[config.mk]
export PLATFORM = sky130hd
export DESIGN_NAME = mem_arbiter_flat
export DESIGN_NICKNAME = d
export VERILOG_FILES = /design/src/rtl/mem_arbiter_if.sv /design/src/rtl/mem_arbiter.sv /design/src/flat_wrapper.sv
export SDC_FILE = /design/constraint.sdc
export NUM_CORES = 1
export LEC_CHECK = 0
export CAP_MARGIN = 10
export CORE_MARGIN = 2
export CORE_UTILIZATION = 42
export CTS_BUF_LIST = sky130_fd_sc_hd__clkbuf_4 sky130_fd_sc_hd__clkbuf_8 sky130_fd_sc_hd__clkbuf_16
export CTS_CLUSTER_SIZE = 10
export DETAILED_ROUTE_END_ITERATION = 7
export GPL_ROUTABILITY_DRIVEN = 0
export GPL_TIMING_DRIVEN = 0
export PLACE_DENSITY_LB_ADDON = 0.15
export SLEW_MARGIN = 0
export SYNTH_ARGS = -nofsm -noshare
export SYNTH_HDL_FRONTEND = slang
export SYNTH_SLANG_ARGS = --single-unit
export TNS_END_PERCENT = 5
[constraint.sdc]
create_clock -name clk -period 2.1 [get_ports clk]
set_input_delay 0.63 -clock clk [delete_from_list [all_inputs] [get_ports clk]]
set_output_delay 0.63 -clock clk [all_outputs]
set_load 0.05 [all_outputs]
[src/rtl/mem_arbiter_if.sv]
// Bundle of the fetch port, data port and shared single-port memory bus.
// The arbiter connects through the slave modport; the requesters/memory side uses master.
`default_nettype none

interface mem_arbiter_if;
  logic        if_req;
  logic [15:0] if_addr;
  logic [15:0] if_rdata;
  logic        if_done;
  logic        fetch_stall;

  logic        m_rd;
  logic        m_wr;
  logic [15:0] m_addr;
  logic [15:0] m_wdata;
  logic [15:0] m_rdata;
  logic        m_done;
  logic        mem_stall;
  logic        m_err;

  logic        mem_req;
  logic        mem_we;
  logic [15:0] mem_addr;
  logic [15:0] mem_wdata;
  logic        mem_ack;
  logic [15:0] mem_rdata;

  modport slave (
    input  if_req, if_addr, m_rd, m_wr, m_addr, m_wdata, mem_ack, mem_rdata,
    output if_rdata, if_done, fetch_stall, m_rdata, m_done, mem_stall, m_err,
           mem_req, mem_we, mem_addr, mem_wdata
  );

  modport master (
    output if_req, if_addr, m_rd, m_wr, m_addr, m_wdata, mem_ack, mem_rdata,
    input  if_rdata, if_done, fetch_stall, m_rdata, m_done, mem_stall, m_err,
           mem_req, mem_we, mem_addr, mem_wdata
  );
endinterface

`default_nettype wire

[src/rtl/mem_arbiter.sv]
// Arbitrates a fetch port and a data port onto one single-port memory.
// Data wins in IDLE unless fetch has been passed over STARVE_LIMIT times in a row.
`default_nettype none

module mem_arbiter #(
  parameter int STARVE_LIMIT = 4
) (
  input  wire logic     clk,
  input  wire logic     rst,
  mem_arbiter_if.slave  bus
);

  localparam int CNT_W = (STARVE_LIMIT < 1) ? 1 : $clog2(STARVE_LIMIT + 1);
  localparam logic [CNT_W-1:0] CNT_MAX = CNT_W'(STARVE_LIMIT);

  localparam logic [1:0] S_IDLE    = 2'd0;
  localparam logic [1:0] S_IF_BUSY = 2'd1;
  localparam logic [1:0] S_M_BUSY  = 2'd2;
  localparam logic [1:0] S_RESP    = 2'd3;

  localparam logic OWN_IF = 1'b0;
  localparam logic OWN_M  = 1'b1;

  logic [1:0]       state;
  logic [1:0]       state_nx;
  logic             owner;
  logic [15:0]      cap_addr;
  logic [15:0]      cap_wdata;
  logic             cap_we;
  logic             cap_err;
  logic [CNT_W-1:0] starve_cnt;
  logic [15:0]      if_rdata_q;
  logic [15:0]      m_rdata_q;

  logic data_pend;
  logic starve_hit;
  logic grant_if;
  logic grant_m;
  logic busy;

  assign data_pend  = bus.m_rd | bus.m_wr;
  assign starve_hit = (starve_cnt == CNT_MAX);
  assign grant_m    = (state == S_IDLE) && data_pend && !(bus.if_req && starve_hit);
  assign grant_if   = (state == S_IDLE) && bus.if_req && (!data_pend || starve_hit);
  assign busy       = (state == S_IF_BUSY) || (state == S_M_BUSY);

  always_ff @(posedge clk or negedge rst) begin
    if (!rst) begin
      state <= S_IDLE;
    end else begin
      state <= state_nx;
    end
  end

  always_comb begin
    state_nx = state;
    case (state)
      S_IDLE: begin
        if (grant_m) begin
          state_nx = S_M_BUSY;
        end else if (grant_if) begin
          state_nx = S_IF_BUSY;
        end
      end
      S_IF_BUSY, S_M_BUSY: begin
        if (bus.mem_ack) begin
          state_nx = S_RESP;
        end
      end
      S_RESP:  state_nx = S_IDLE;
      default: state_nx = S_IDLE;
    endcase
  end

  // Grant capture; a simultaneous read+write request is executed as a write.
  always_ff @(posedge clk or negedge rst) begin
    if (!rst) begin
      owner     <= OWN_IF;
      cap_addr  <= 16'h0000;
      cap_wdata <= 16'h0000;
      cap_we    <= 1'b0;
      cap_err   <= 1'b0;
    end else if (grant_m) begin
      owner     <= OWN_M;
      cap_addr  <= bus.m_addr;
      cap_wdata <= bus.m_wdata;
      cap_we    <= bus.m_wr;
      cap_err   <= bus.m_rd & bus.m_wr;
    end else if (grant_if) begin
      owner     <= OWN_IF;
      cap_addr  <= bus.if_addr;
      cap_we    <= 1'b0;
      cap_err   <= 1'b0;
    end
  end

  always_ff @(posedge clk or negedge rst) begin
    if (!rst) begin
      starve_cnt <= '0;
    end else if (grant_m) begin
      if (!bus.if_req) begin
        starve_cnt <= '0;
      end else if (!starve_hit) begin
        starve_cnt <= starve_cnt + CNT_W'(1);
      end
    end else if (grant_if) begin
      starve_cnt <= '0;
    end
  end

  always_ff @(posedge clk or negedge rst) begin
    if (!rst) begin
      if_rdata_q <= 16'h0000;
      m_rdata_q  <= 16'h0000;
    end else if (bus.mem_ack) begin
      if (state == S_IF_BUSY) begin
        if_rdata_q <= bus.mem_rdata;
      end else if ((state == S_M_BUSY) && !cap_we) begin
        m_rdata_q <= bus.mem_rdata;
      end
    end
  end

  always_comb begin
    bus.mem_req   = busy;
    bus.mem_we    = busy & cap_we;
    bus.mem_addr  = cap_addr;
    bus.mem_wdata = cap_wdata;
    bus.if_done   = (state == S_RESP) && (owner == OWN_IF);
    bus.m_done    = (state == S_RESP) && (owner == OWN_M);
    bus.m_err     = (state == S_RESP) && (owner == OWN_M) && cap_err;
  end

  assign bus.if_rdata    = if_rdata_q;
  assign bus.m_rdata     = m_rdata_q;
  assign bus.fetch_stall = bus.if_req & ~bus.if_done;
  assign bus.mem_stall   = data_pend & ~bus.m_done;

endmodule

`default_nettype wire

[src/flat_wrapper.sv]
// flat-port wrapper written by rule: the top's interface ports become plain ports
module mem_arbiter_flat 
#(
  parameter int STARVE_LIMIT = 4
)
  (clk, rst, bus_if_req, bus_if_addr, bus_m_rd, bus_m_wr, bus_m_addr, bus_m_wdata, bus_mem_ack, bus_mem_rdata, bus_if_rdata, bus_if_done, bus_fetch_stall, bus_m_rdata, bus_m_done, bus_mem_stall, bus_m_err, bus_mem_req, bus_mem_we, bus_mem_addr, bus_mem_wdata);
  mem_arbiter_if bus_i ();
  input  wire logic clk;
  input  wire logic rst;
  input wire logic [$bits(bus_i.if_req)-1:0] bus_if_req;
  input wire logic [$bits(bus_i.if_addr)-1:0] bus_if_addr;
  input wire logic [$bits(bus_i.m_rd)-1:0] bus_m_rd;
  input wire logic [$bits(bus_i.m_wr)-1:0] bus_m_wr;
  input wire logic [$bits(bus_i.m_addr)-1:0] bus_m_addr;
  input wire logic [$bits(bus_i.m_wdata)-1:0] bus_m_wdata;
  input wire logic [$bits(bus_i.mem_ack)-1:0] bus_mem_ack;
  input wire logic [$bits(bus_i.mem_rdata)-1:0] bus_mem_rdata;
  output wire logic [$bits(bus_i.if_rdata)-1:0] bus_if_rdata;
  output wire logic [$bits(bus_i.if_done)-1:0] bus_if_done;
  output wire logic [$bits(bus_i.fetch_stall)-1:0] bus_fetch_stall;
  output wire logic [$bits(bus_i.m_rdata)-1:0] bus_m_rdata;
  output wire logic [$bits(bus_i.m_done)-1:0] bus_m_done;
  output wire logic [$bits(bus_i.mem_stall)-1:0] bus_mem_stall;
  output wire logic [$bits(bus_i.m_err)-1:0] bus_m_err;
  output wire logic [$bits(bus_i.mem_req)-1:0] bus_mem_req;
  output wire logic [$bits(bus_i.mem_we)-1:0] bus_mem_we;
  output wire logic [$bits(bus_i.mem_addr)-1:0] bus_mem_addr;
  output wire logic [$bits(bus_i.mem_wdata)-1:0] bus_mem_wdata;
  assign bus_i.if_req = bus_if_req;
  assign bus_i.if_addr = bus_if_addr;
  assign bus_i.m_rd = bus_m_rd;
  assign bus_i.m_wr = bus_m_wr;
  assign bus_i.m_addr = bus_m_addr;
  assign bus_i.m_wdata = bus_m_wdata;
  assign bus_i.mem_ack = bus_mem_ack;
  assign bus_i.mem_rdata = bus_mem_rdata;
  assign bus_if_rdata = bus_i.if_rdata;
  assign bus_if_done = bus_i.if_done;
  assign bus_fetch_stall = bus_i.fetch_stall;
  assign bus_m_rdata = bus_i.m_rdata;
  assign bus_m_done = bus_i.m_done;
  assign bus_mem_stall = bus_i.mem_stall;
  assign bus_m_err = bus_i.m_err;
  assign bus_mem_req = bus_i.mem_req;
  assign bus_mem_we = bus_i.mem_we;
  assign bus_mem_addr = bus_i.mem_addr;
  assign bus_mem_wdata = bus_i.mem_wdata;
  mem_arbiter #(.STARVE_LIMIT(STARVE_LIMIT)) u_core (.clk(clk), .rst(rst), .bus(bus_i));
endmodule
* Word-level counts from Yosys, hierarchy flattened *
Index checks and enable logic that the tools add are counted.

operators by class
  add/sub/neg operators = 1
  multipliers = 0
  divide/modulo/power cells = 0
  $lt $le $gt $ge = 0
  eq/ne operators = 7
  shift-type cells = 0
  muxes and demuxes = 14
  bitwise gates (word level) = 9
  reduce and logical (&&, ||, !) cells = 21

operator list
  operator                                                          count
  16-bit 2-to-1 mux                                                 2
  3-bit 2-to-1 mux                                                  4
  1-bit logical AND                                                 9
  2-bit 2-to-1 mux                                                  3
  2-bit one-hot mux with 3 select lines                             1
  2-bit AND reduction                                               3
  1-bit bitwise AND                                                 4
  2-bit == test (second input constant)                             2
  1-bit 2-to-1 mux                                                  4
  1-bit inverter                                                    4
  3-bit by 1-bit adder with 3-bit output (second input constant)    1
  3-bit == test (second input constant)                             1
  1-bit zero test                                                   3
  3-bit by 1-bit != test with 1-bit output (second input constant)  1
  3-bit != test (second input constant)                             1
  3-bit AND reduction                                               1
  2-bit by 1-bit == test with 1-bit output (second input constant)  1
  2-bit zero test                                                   1
  1-bit logical OR                                                  2
  2-bit != test (second input constant)                             1
  2-bit nonzero test                                                1
  2-bit OR reduction                                                1
  1-bit bitwise OR                                                  1

word-level totals
  register bits after elaboration = 72
  bits in latches = 0
  bits in writable memories = 0
  ROM bits = 0
  input bits = 70
  output and inout port bits = 71
  logic and storage cells = 61
  memories kept = 0

* Longest topological paths before layout *
Gate-level depths: netlist (run 1).

  depth in word-level cells = 7
  gate-level depth with buffers = 7
  gate-level depth less buffers = 5

* Worst setup path after synthesis (run 1) *
OpenSTA, ideal clock, no wires.

  path type = reg-to-output
  from = register u_core.state[0]
  to = output port bus_fetch_stall
  data arrival time = 1.720 ns
  required time = 1.470 ns
  path slack = -0.250 ns
  cell stages (with the launch flop) = 4
  path buffers = 0
  cell sequence = dfrtp_1 ha_1 nor2b_1 nor2_1

on the way
  word-level cells in the longest chain between the ends = 4

RTL lines
  element                 RTL line            source
  start, declared         mem_arbiter.sv:24   logic [1:0] state;
  start signal, assigned  mem_arbiter.sv:51   state <= state_nx;
  2-bit == test           mem_arbiter.sv:129  bus.if_done = (state == S_RESP) && (owner == OWN_IF);
  1-bit logical AND       mem_arbiter.sv:129
  net bus_if_done         flat_wrapper.sv:19  output wire logic [$bits(bus_i.if_done)-1:0] bus_if_done;
  1-bit inverter          mem_arbiter.sv:136  assign bus.fetch_stall = bus.if_req & ~bus.if_done;
  1-bit bitwise AND       mem_arbiter.sv:136
  end, declared           flat_wrapper.sv:20  output wire logic [$bits(bus_i.fetch_stall)-1:0] bus_fetch_stall;

The timed path passes the listed nets, and every way through them passes these cells.

* Worst setup path in the final report (run 1) *
  from = register u_core.state[0]
  to = output port bus_mem_we

on the way
  word-level cells in the longest chain between the ends = 3
  elaborated cells on any way between the ends = 4
  classes of those cells = eq/ne (2); bitwise (1); reduce/logical (1)

RTL lines
  element                                                                    RTL line            source
  2-bit by 1-bit == test with 1-bit output or 2-bit == test (tied branches)  mem_arbiter.sv:45   assign busy = (state == S_IF_BUSY) || (state == S_M_BUSY);
  1-bit logical OR (*)                                                       mem_arbiter.sv:45
  1-bit bitwise AND (*)                                                      mem_arbiter.sv:126  bus.mem_we = busy & cap_we;
  end, declared                                                              flat_wrapper.sv:26  output wire logic [$bits(bus_i.mem_we)-1:0] bus_mem_we;

Every way passes the cells marked *; elsewhere a longest branch is shown, timed or not.

==> results of run 1 <==
==> cell usage in the layout (no fill, tap or decap), types with 6 or more instances in the layout <==
master,count
sky130_fd_sc_hd__dfrtp_1,72
sky130_fd_sc_hd__mux2_2,33
sky130_fd_sc_hd__a2bb2oi_1,16
sky130_fd_sc_hd__dlygate4sd2_1,66
sky130_fd_sc_hd__buf_4,6
sky130_fd_sc_hd__a41oi_1,17
sky130_fd_sc_hd__mux2_1,15
sky130_fd_sc_hd__buf_2,10
sky130_fd_sc_hd__o21ai_0,16
sky130_fd_sc_hd__clkbuf_8,9
sky130_fd_sc_hd__clkdlybuf4s50_1,65
==> layout make-up <==
cell class | instances | area [um2] | area share, %
buffer | 15 | 80.1 | 1.66
clock buffer | 9 | 124 | 2.57
clock inverter | 7 | 78.8 | 1.63
inverter | 6 | 22.5 | 0.467
multi-input combinational | 135 | 1250 | 26.0
sequential | 72 | 1800 | 37.3
tap | 99 | 124 | 2.57
timing repair buffer | 142 | 1340 | 27.7
==> synth_stat cells <==
| master | n |
|---|---|
| sky130_fd_sc_hd__a21boi_2 | 1 |
| sky130_fd_sc_hd__a21o_1 | 1 |
| sky130_fd_sc_hd__a22o_1 | 1 |
| sky130_fd_sc_hd__a2bb2oi_1 | 16 |
| sky130_fd_sc_hd__a32o_1 | 3 |
| sky130_fd_sc_hd__a32oi_1 | 1 |
| sky130_fd_sc_hd__a41o_1 | 1 |
| sky130_fd_sc_hd__a41oi_1 | 17 |
| sky130_fd_sc_hd__and2_1 | 2 |
| sky130_fd_sc_hd__and3_1 | 2 |
| sky130_fd_sc_hd__buf_2 | 7 |
| sky130_fd_sc_hd__buf_4 | 4 |
| sky130_fd_sc_hd__clkbuf_1 | 4 |
| sky130_fd_sc_hd__dfrtp_1 | 72 |
| sky130_fd_sc_hd__ha_1 | 7 |
| sky130_fd_sc_hd__inv_1 | 6 |
| sky130_fd_sc_hd__mux2_1 | 15 |
| sky130_fd_sc_hd__mux2_2 | 33 |
| sky130_fd_sc_hd__mux2i_1 | 2 |
| sky130_fd_sc_hd__nand2_1 | 3 |
| sky130_fd_sc_hd__nand3_1 | 1 |
| sky130_fd_sc_hd__nor2_1 | 4 |
| sky130_fd_sc_hd__nor2_2 | 1 |
| sky130_fd_sc_hd__nor2b_1 | 2 |
| sky130_fd_sc_hd__nor3_2 | 1 |
| sky130_fd_sc_hd__o21ai_0 | 16 |
| sky130_fd_sc_hd__o21ai_2 | 1 |
| sky130_fd_sc_hd__o31ai_1 | 1 |
| sky130_fd_sc_hd__o41ai_1 | 1 |
| sky130_fd_sc_hd__or2_1 | 1 |
| sky130_fd_sc_hd__xor2_1 | 1 |
==> per-stage QoR <==
step / total power (uW) / setup TNS (ns)
final: 8860 / 0
after global routing: 9320 / -0.0216
after CTS: 8910 / -0.442
after detailed placement: 8200 / -15.94
after global placement: 8070 / -165.96
after floorplan: 6260 / -0.114
==> how the worst max path moves through the flow <==
stage | slack, ns | start | endpoint
2_1_floorplan | -0.07 | u_core.state[0] | bus_mem_we
3_3_place_gp | -2.10 | rst | u_core.bus.mem_wdata[1]
3_5_place_dp | -0.83 | bus_m_wr | bus_mem_stall
4_1_cts | -0.17 | u_core.state[0] | bus_m_err
5_1_grt | -0.02 | u_core.state[0] | bus_mem_we
6_report | 0.05 | u_core.state[0] | bus_mem_we
==> kinds of logic after synthesis <==
logic type                 synth area share [%]
AOI/OAI and AO/OA                          15.1
xor gates and xnor gates                  0.280
adders and majority gates                  2.80
buffers and inverters                      3.28
DFF                                        57.7
muxes                                      17.9
and+or+nand+nor                            2.92
==> where the power goes <==
part | internal, uW | switching (uW)
clock | 558 | 568
combinational | 1730 | 3570
sequential | 2080 | 352
total | 4370 | 4490
==> state kept, by name (all words and copies together), names as in the netlist <==
| name | count |
|---|---|
| u_core.bus.if_rdata | 16 |
| u_core.bus.m_rdata | 16 |
| u_core.bus.mem_addr | 16 |
| u_core.bus.mem_wdata | 16 |
| u_core.starve_cnt | 3 |
| u_core.state | 2 |
| u_core.cap_err | 1 |
| u_core.cap_we | 1 |
| u_core.owner | 1 |
==> per-layer routing <==
metal / GRT usage (%) / part of all wire, %
met2: 33.3 / 50
met1: 24.4 / 40
met4: 9.49 / 2.5
met3: 6.71 / 7.2
met5: 0 / 0
==> what timing repair did <==
action,in CTS,in global routing
setup buffers,0,1
pin swaps,0,1
setup endpoints to repair,81,7
resized for setup,101,14
==> summary.log, run 1 <==
[timing] number of max-slew violations in the final report 0
[clocking] clock slew seen by the registers of the worst setup and hold paths 0.08 ns
[timing] final worst-path cycle share 97.7%
[synthesis] portion of synthesized cell area occupied by the leading cell type 57.7%
[cells_and_area] Layout Area Growth over Synthesis 54.5%
[clocking] hold buffer count at CTS 0
[routing] average wire length per cell after detail routing 16.5 um
[synthesis] Unique masters post-synth 31
[power] Pwr per Cell Area 1840 nW/um2
[timing] unrepaired setup endpoints after global routing yes
[cells_and_area] number of fillers in the final layout 594
[synthesis] Avg Inst Size Synth 13.7 um2
[critical_path] worst reg2reg path depth 5
[critical_path] Critical-path top delay cell sky130_fd_sc_hd__dfrtp_1
[clocking] CTS sink count 72
[timing] tightest slew margin relative to the limit 64.6%
[cells_and_area] final cell utilization of the core 66.9%
[synthesis] proportion of synthesized chip area in sequential cells 57.7%
[cells_and_area] final cell count without fillers 485
[synthesis] synth top area cells sky130_fd_sc_hd__dfrtp_1 (58%), sky130_fd_sc_hd__mux2_2 (12%), sky130_fd_sc_hd__mux2_1 (5.4%)
[synthesis] count of mapped cells out of synthesis 228
[floorplan] number of rows created at floorplan 31
[timing] final hold vios 0
[routing] Antenna Violating Nets Remaining 0
[clocking] CTS tree built
[synthesis] number of warning messages in the yosys log 0
[routing] DRC marker count from the first detailed-route iteration 79
[grt] gr usage total 20.3%
[critical_path] category of the worst setup path launch point flip-flop
[routing] length of the first detailed-routing pass in iterations 4
[placement] placed cells 468
[placement] total of buffers placed on input and output ports 140
[synthesis] post-synthesis cell type with the largest combined area sky130_fd_sc_hd__dfrtp_1
[power] P_leak 0.00214 uW
[clocking] master cell of the clock root buffer sky130_fd_sc_hd__clkbuf_8
[timing] transition at the pin with the smallest max-transition slack 0.533 ns
[timing] total setup violations reported at the end of the flow 0
[hold_path] path class of the lowest-slack min-delay path input port to asynchronous set/reset pin
[critical_path] critical path arrival 1.42 ns
[timing] post-route clock skew 0.00941 ns
[placement] dpl ws -0.831 ns
[critical_path] CP peak stage delay 0.40 ns
[critical_path] cell chain of the critical path inv_2 > ha_4 > and2_4 > buf_8
[cells_and_area] Ant. Diodes 0
[grt] aggregate global routing overflow 0
[timing] final worst path period need 2.05 ns
[routing] vias per cell 5.20
[power] worst vdd ir 977 uV
[job] total of max-cap violations 0
[routing] total length of routed wires 7990 um
[critical_path] endpoint of the worst-slack reg-to-reg timing path u_core.bus.m_rdata[1]
[synthesis] number of storage elements in the synthesis netlist 72
[clocking] insertion delay of the later-clocked pin in the worst-skew pair 0.35 ns
[clocking] buffers from clock root to sink, at most 2
[critical_path] Critical path buffers and inverters 2
[timing] worst-case setup margin in the final layout 0.0492 ns
[critical_path] peak fanout along the critical path 5
[critical_path] start of the worst register-to-register path u_core.state[0]
[cells_and_area] Post-layout nets 458
[critical_path] register-to-register setup slack 0.17 ns
[floorplan] Die Footprint 8140 um2
[run_status] status finished clean
[critical_path] CP required 1.47 ns
[placement] post-detailed-placement cell area 4680 um2
[grt] via count of the first global-routing pass 2664
[critical_path] cell family with most CP delay flip-flops
[cells_and_area] Design Area, Final 4820 um2
[synthesis] Net Count, Synth 305
[cells_and_area] proportion of layout cells with a drive suffix above 1 21.2%
[synthesis] Syn Std Cell Area 3120 um2
[critical_path] Levels on crit path 4
[grt] number of antenna violations at the first check in global routing 0
[clocking] depth of the CTS H-tree 3
[timing] hold slack final 0.158 ns
[floorplan] initial core utilization 43.3%
[floorplan] die boundary width 90.2 um
[routing] post-route DRC violation count 0
[critical_path] kind of critical path flip-flop to output pin
[critical_path] type of destination of the critical path output pin
[clocking] TritonCTS buffer count 9
[floorplan] y dimension of the die 90.2 um
[grt] wire length of the first global-routing pass 13100 um
[floorplan] Core Region 7210 um2
[routing] via count 2521
[floorplan] number of top-level design ports 141
[grt] pin count of the biggest net entering global routing 53
[placement] HPWL reported at the end of detailed placement 5930 um
[timing] maximum operating frequency 0.488 GHz
Note: power is estimated with default switching activity, not from simulation.
==> run 2, diff against run 1 <==
--- a/config.mk
+++ b/config.mk
@@ -6,14 +6,17 @@
 export NUM_CORES = 1
 export LEC_CHECK = 0
 export CAP_MARGIN = 10
+export CELL_PAD_IN_SITES_DETAIL_PLACEMENT = 1
+export CELL_PAD_IN_SITES_GLOBAL_PLACEMENT = 1
 export CORE_MARGIN = 2
-export CORE_UTILIZATION = 42
+export CORE_UTILIZATION = 32
 export CTS_BUF_LIST = sky130_fd_sc_hd__clkbuf_4 sky130_fd_sc_hd__clkbuf_8 sky130_fd_sc_hd__clkbuf_16
 export CTS_CLUSTER_SIZE = 10
 export DETAILED_ROUTE_END_ITERATION = 7
 export GPL_ROUTABILITY_DRIVEN = 0
 export GPL_TIMING_DRIVEN = 0
 export PLACE_DENSITY_LB_ADDON = 0.15
+export SETUP_SLACK_MARGIN = 0.4
 export SLEW_MARGIN = 0
 export SYNTH_ARGS = -nofsm -noshare
 export SYNTH_HDL_FRONTEND = slang
==> summary.log, run 2 (same netlist as run 1, synthesis figures left out) <==
[run_status] status finished clean [unchanged]
[grt] met1 layer usage reported by global route 20.2% [was 24.4%]
[clocking] CTS sink count 72 [unchanged]
[floorplan] number of top-level design ports 141 [unchanged]
[grt] gr busiest metal met2 [unchanged]
[power] P_leak 0.00220 uW [was 0.00214 uW]
[timing] worst-case setup margin in the final layout 0.0738 ns [was 0.0492 ns]
[critical_path] termination of the worst setup path bus_mem_we [unchanged]
[routing] average wire length per cell after detail routing 17.2 um [was 16.5 um]
[timing] transition at the pin with the smallest max-transition slack 0.546 ns [was 0.533 ns]
[routing] via count 2555 [was 2521]
[timing] final hold vios 0 [unchanged]
[critical_path] kind of critical path flip-flop to output pin [unchanged]
[hold_path] path class of the lowest-slack min-delay path input port to asynchronous set/reset pin [unchanged]
[grt] via count of the first global-routing pass 2801 [was 2664]
[critical_path] peak fanout along the critical path 4 [was 5]
[timing] tightest slew margin relative to the limit 63.8% [was 64.6%]
[cells_and_area] proportion of layout cells with a drive suffix above 1 23.9% [was 21.2%]
[grt] aggregate global routing overflow 0 [unchanged]
[grt] gr usage total 17.9% [was 20.3%]
[routing] DRC marker count from the first detailed-route iteration 26 [was 79]
[clocking] CTS tree built [unchanged]
[cells_and_area] Design Area, Final 4960 um2 [was 4820 um2]
[floorplan] Core Region 9640 um2 [was 7210 um2]
[placement] placed cells 502 [was 468]
[floorplan] initial core utilization 32.4% [was 43.3%]
[routing] length of the first detailed-routing pass in iterations 3 [was 4]
[clocking] clock slew seen by the registers of the worst setup and hold paths 0.08 ns [about the same]
[timing] post-route clock skew 0.0106 ns [was 0.00941 ns]
[routing] post-route DRC violation count 0 [unchanged]
[grt] met3 Resource Use GR 6.17% [was 6.71%]
[routing] total length of routed wires 9030 um [was 7990 um]
[routing] Antenna Violating Nets Remaining 0 [unchanged]
[power] worst vdd ir 732 uV [was 977 uV]
[placement] dpl ws -0.835 ns [was -0.831 ns]
[cells_and_area] number of fillers in the final layout 1063 [was 594]
[critical_path] CP required 1.47 ns [about the same]
[critical_path] register-to-register setup slack 0.18 ns [was 0.17 ns]
[critical_path] type of destination of the critical path output pin [unchanged]
[timing] final worst path period need 2.03 ns [was 2.05 ns]
[job] total of max-cap violations 0 [unchanged]
[timing] total setup violations reported at the end of the flow 0 [unchanged]
[placement] HPWL reported at the end of detailed placement 6660 um [was 5930 um]
[timing] final worst-path cycle share 96.5% [was 97.7%]
[clocking] master cell of the clock root buffer sky130_fd_sc_hd__clkbuf_8 [unchanged]
[grt] M2 GR Usage 32.0% [was 33.3%]
[clocking] TritonCTS buffer count 9 [unchanged]
[cells_and_area] Layout Area Growth over Synthesis 59.0% [was 54.5%]
[critical_path] worst reg2reg path depth 6 [was 5]
[critical_path] critical path arrival 1.40 ns [was 1.42 ns]
[floorplan] y dimension of the die 103 um [was 90.2 um]
[clocking] hold buffer count at CTS 0 [unchanged]
[timing] unrepaired setup endpoints after global routing yes [unchanged]
[grt] wire length of the first global-routing pass 14300 um [was 13100 um]
[critical_path] category of the worst setup path launch point flip-flop [unchanged]
[grt] number of antenna violations at the first check in global routing 0 [unchanged]
[cells_and_area] final cell count without fillers 526 [was 485]
[timing] number of max-slew violations in the final report 0 [unchanged]
[floorplan] number of rows created at floorplan 36 [was 31]
[cells_and_area] most common cell after layout, fill and taps aside sky130_fd_sc_hd__dfrtp_1 [unchanged]
[clocking] insertion delay of the later-clocked pin in the worst-skew pair 0.34 ns [was 0.35 ns]
[timing] maximum operating frequency 0.494 GHz [was 0.488 GHz]
[clocking] depth of the CTS H-tree 3 [unchanged]
[placement] total of buffers placed on input and output ports 140 [unchanged]
[timing] final setup TNS 0 ns [unchanged]
[cells_and_area] commonest cells after routing, fill and taps aside sky130_fd_sc_hd__dfrtp_1 (72), sky130_fd_sc_hd__dlygate4sd2_1 (67), sky130_fd_sc_hd__clkdlybuf4s50_1 (64), sky130_fd_sc_hd__mux2_2 (32), sky130_fd_sc_hd__a41oi_1 (17) [was sky130_fd_sc_hd__dfrtp_1 (72), sky130_fd_sc_hd__dlygate4sd2_1 (66), sky130_fd_sc_hd__clkdlybuf4s50_1 (65), sky130_fd_sc_hd__mux2_2 (33), sky130_fd_sc_hd__a41oi_1 (17)]
[grt] pin count of the biggest net entering global routing 40 [was 53]
[power] Pwr per Cell Area 1830 nW/um2 [was 1840 nW/um2]
[clocking] buffers from clock root to sink, at most 2 [unchanged]
[critical_path] startpoint of the worst setup timing path u_core.state[0] [unchanged]
[cells_and_area] Ant. Diodes 0 [unchanged]
[routing] vias per cell 4.86 [was 5.20]
[cells_and_area] Post-layout nets 465 [was 458]
[critical_path] start of the worst register-to-register path u_core.state[1] [was u_core.state[0]]
[critical_path] endpoint of the worst-slack reg-to-reg timing path u_core.bus.if_rdata[3] [was u_core.bus.m_rdata[1]]
[placement] post-detailed-placement cell area 4750 um2 [was 4680 um2]
[floorplan] die boundary width 103 um [was 90.2 um]
[floorplan] Die Footprint 10600 um2 [was 8140 um2]
[run 2: worst min-delay path by stage]
stage / start / end / slack [ns] / cells past startpoint
finish: rst / u_core.bus.if_rdata[8] / 0.23 / 1
global route: rst / u_core.bus.if_rdata[8] / 0.25 / 1
CTS: rst / u_core.bus.if_rdata[8] / 0.24 / 1
detailed placement: u_core.bus.mem_wdata[14] / u_core.bus.mem_wdata[14] / 0.48 / 1
global placement: u_core.bus.mem_wdata[13] / u_core.bus.mem_wdata[13] / 0.47 / 1
floorplan: rst / u_core.bus.if_rdata[0] / 0.33 / 0
[run 2: repair_timing]
item / CTS / global route
cloned: 0 / 1
setup buffers: 4 / 3
resized for setup: 119 / 9
setup endpoints to repair: 137 / 133
pin swaps: 2 / 1
[run 2: area by class of cell]
cell class / instances / area, um2 / share of cell area (%)
Timing Repair Buffer: 149 / 1400 / 28.2
Sequential cell: 72 / 1800 / 36.3
Clock buffer: 10 / 131 / 2.65
Buffer: 15 / 83.8 / 1.69
Inverter: 6 / 22.5 / 0.454
Multi-Input combinational cell: 135 / 1290 / 26.1
Clock inverter: 6 / 67.6 / 1.36
Tap cell: 133 / 166 / 3.35
[run 2: metal layers]
metal / vias up / wire (um)
met5: - / 0
met3: 9 / 621
met1: 1303 / 3540
met2: 70 / 4750
met4: 0 / 117
li1: 1173 / -
[run 2: per-stage QoR]
stage                     utilization [%]  power (uW)  hold slack, ns
after floorplan                         -        6350           0.334
after global placement               49.1        8230           0.467
after detailed placement             49.2        8350           0.478
after CTS                            50.8        9130           0.236
after global routing                 51.5        9610           0.252
final                                51.5        9080           0.228
[run 2: critical path, cell delays in order, from the launching register on]
cell and delay, ns:
sky130_fd_sc_hd__dfrtp_1 0.41, sky130_fd_sc_hd__inv_2 0.08, sky130_fd_sc_hd__ha_4 0.29, sky130_fd_sc_hd__and2_4 0.14
sky130_fd_sc_hd__buf_8 0.14
[run 2: power by group]
part / total, uW / leakage (uW) / internal [uW] / switching (uW)
clock: 1110 / 0.0000967 / 568 / 545
sequential: 2440 / 0.000850 / 2080 / 359
combinational: 5520 / 0.00126 / 1850 / 3680
total: 9080 / 0.00220 / 4500 / 4580
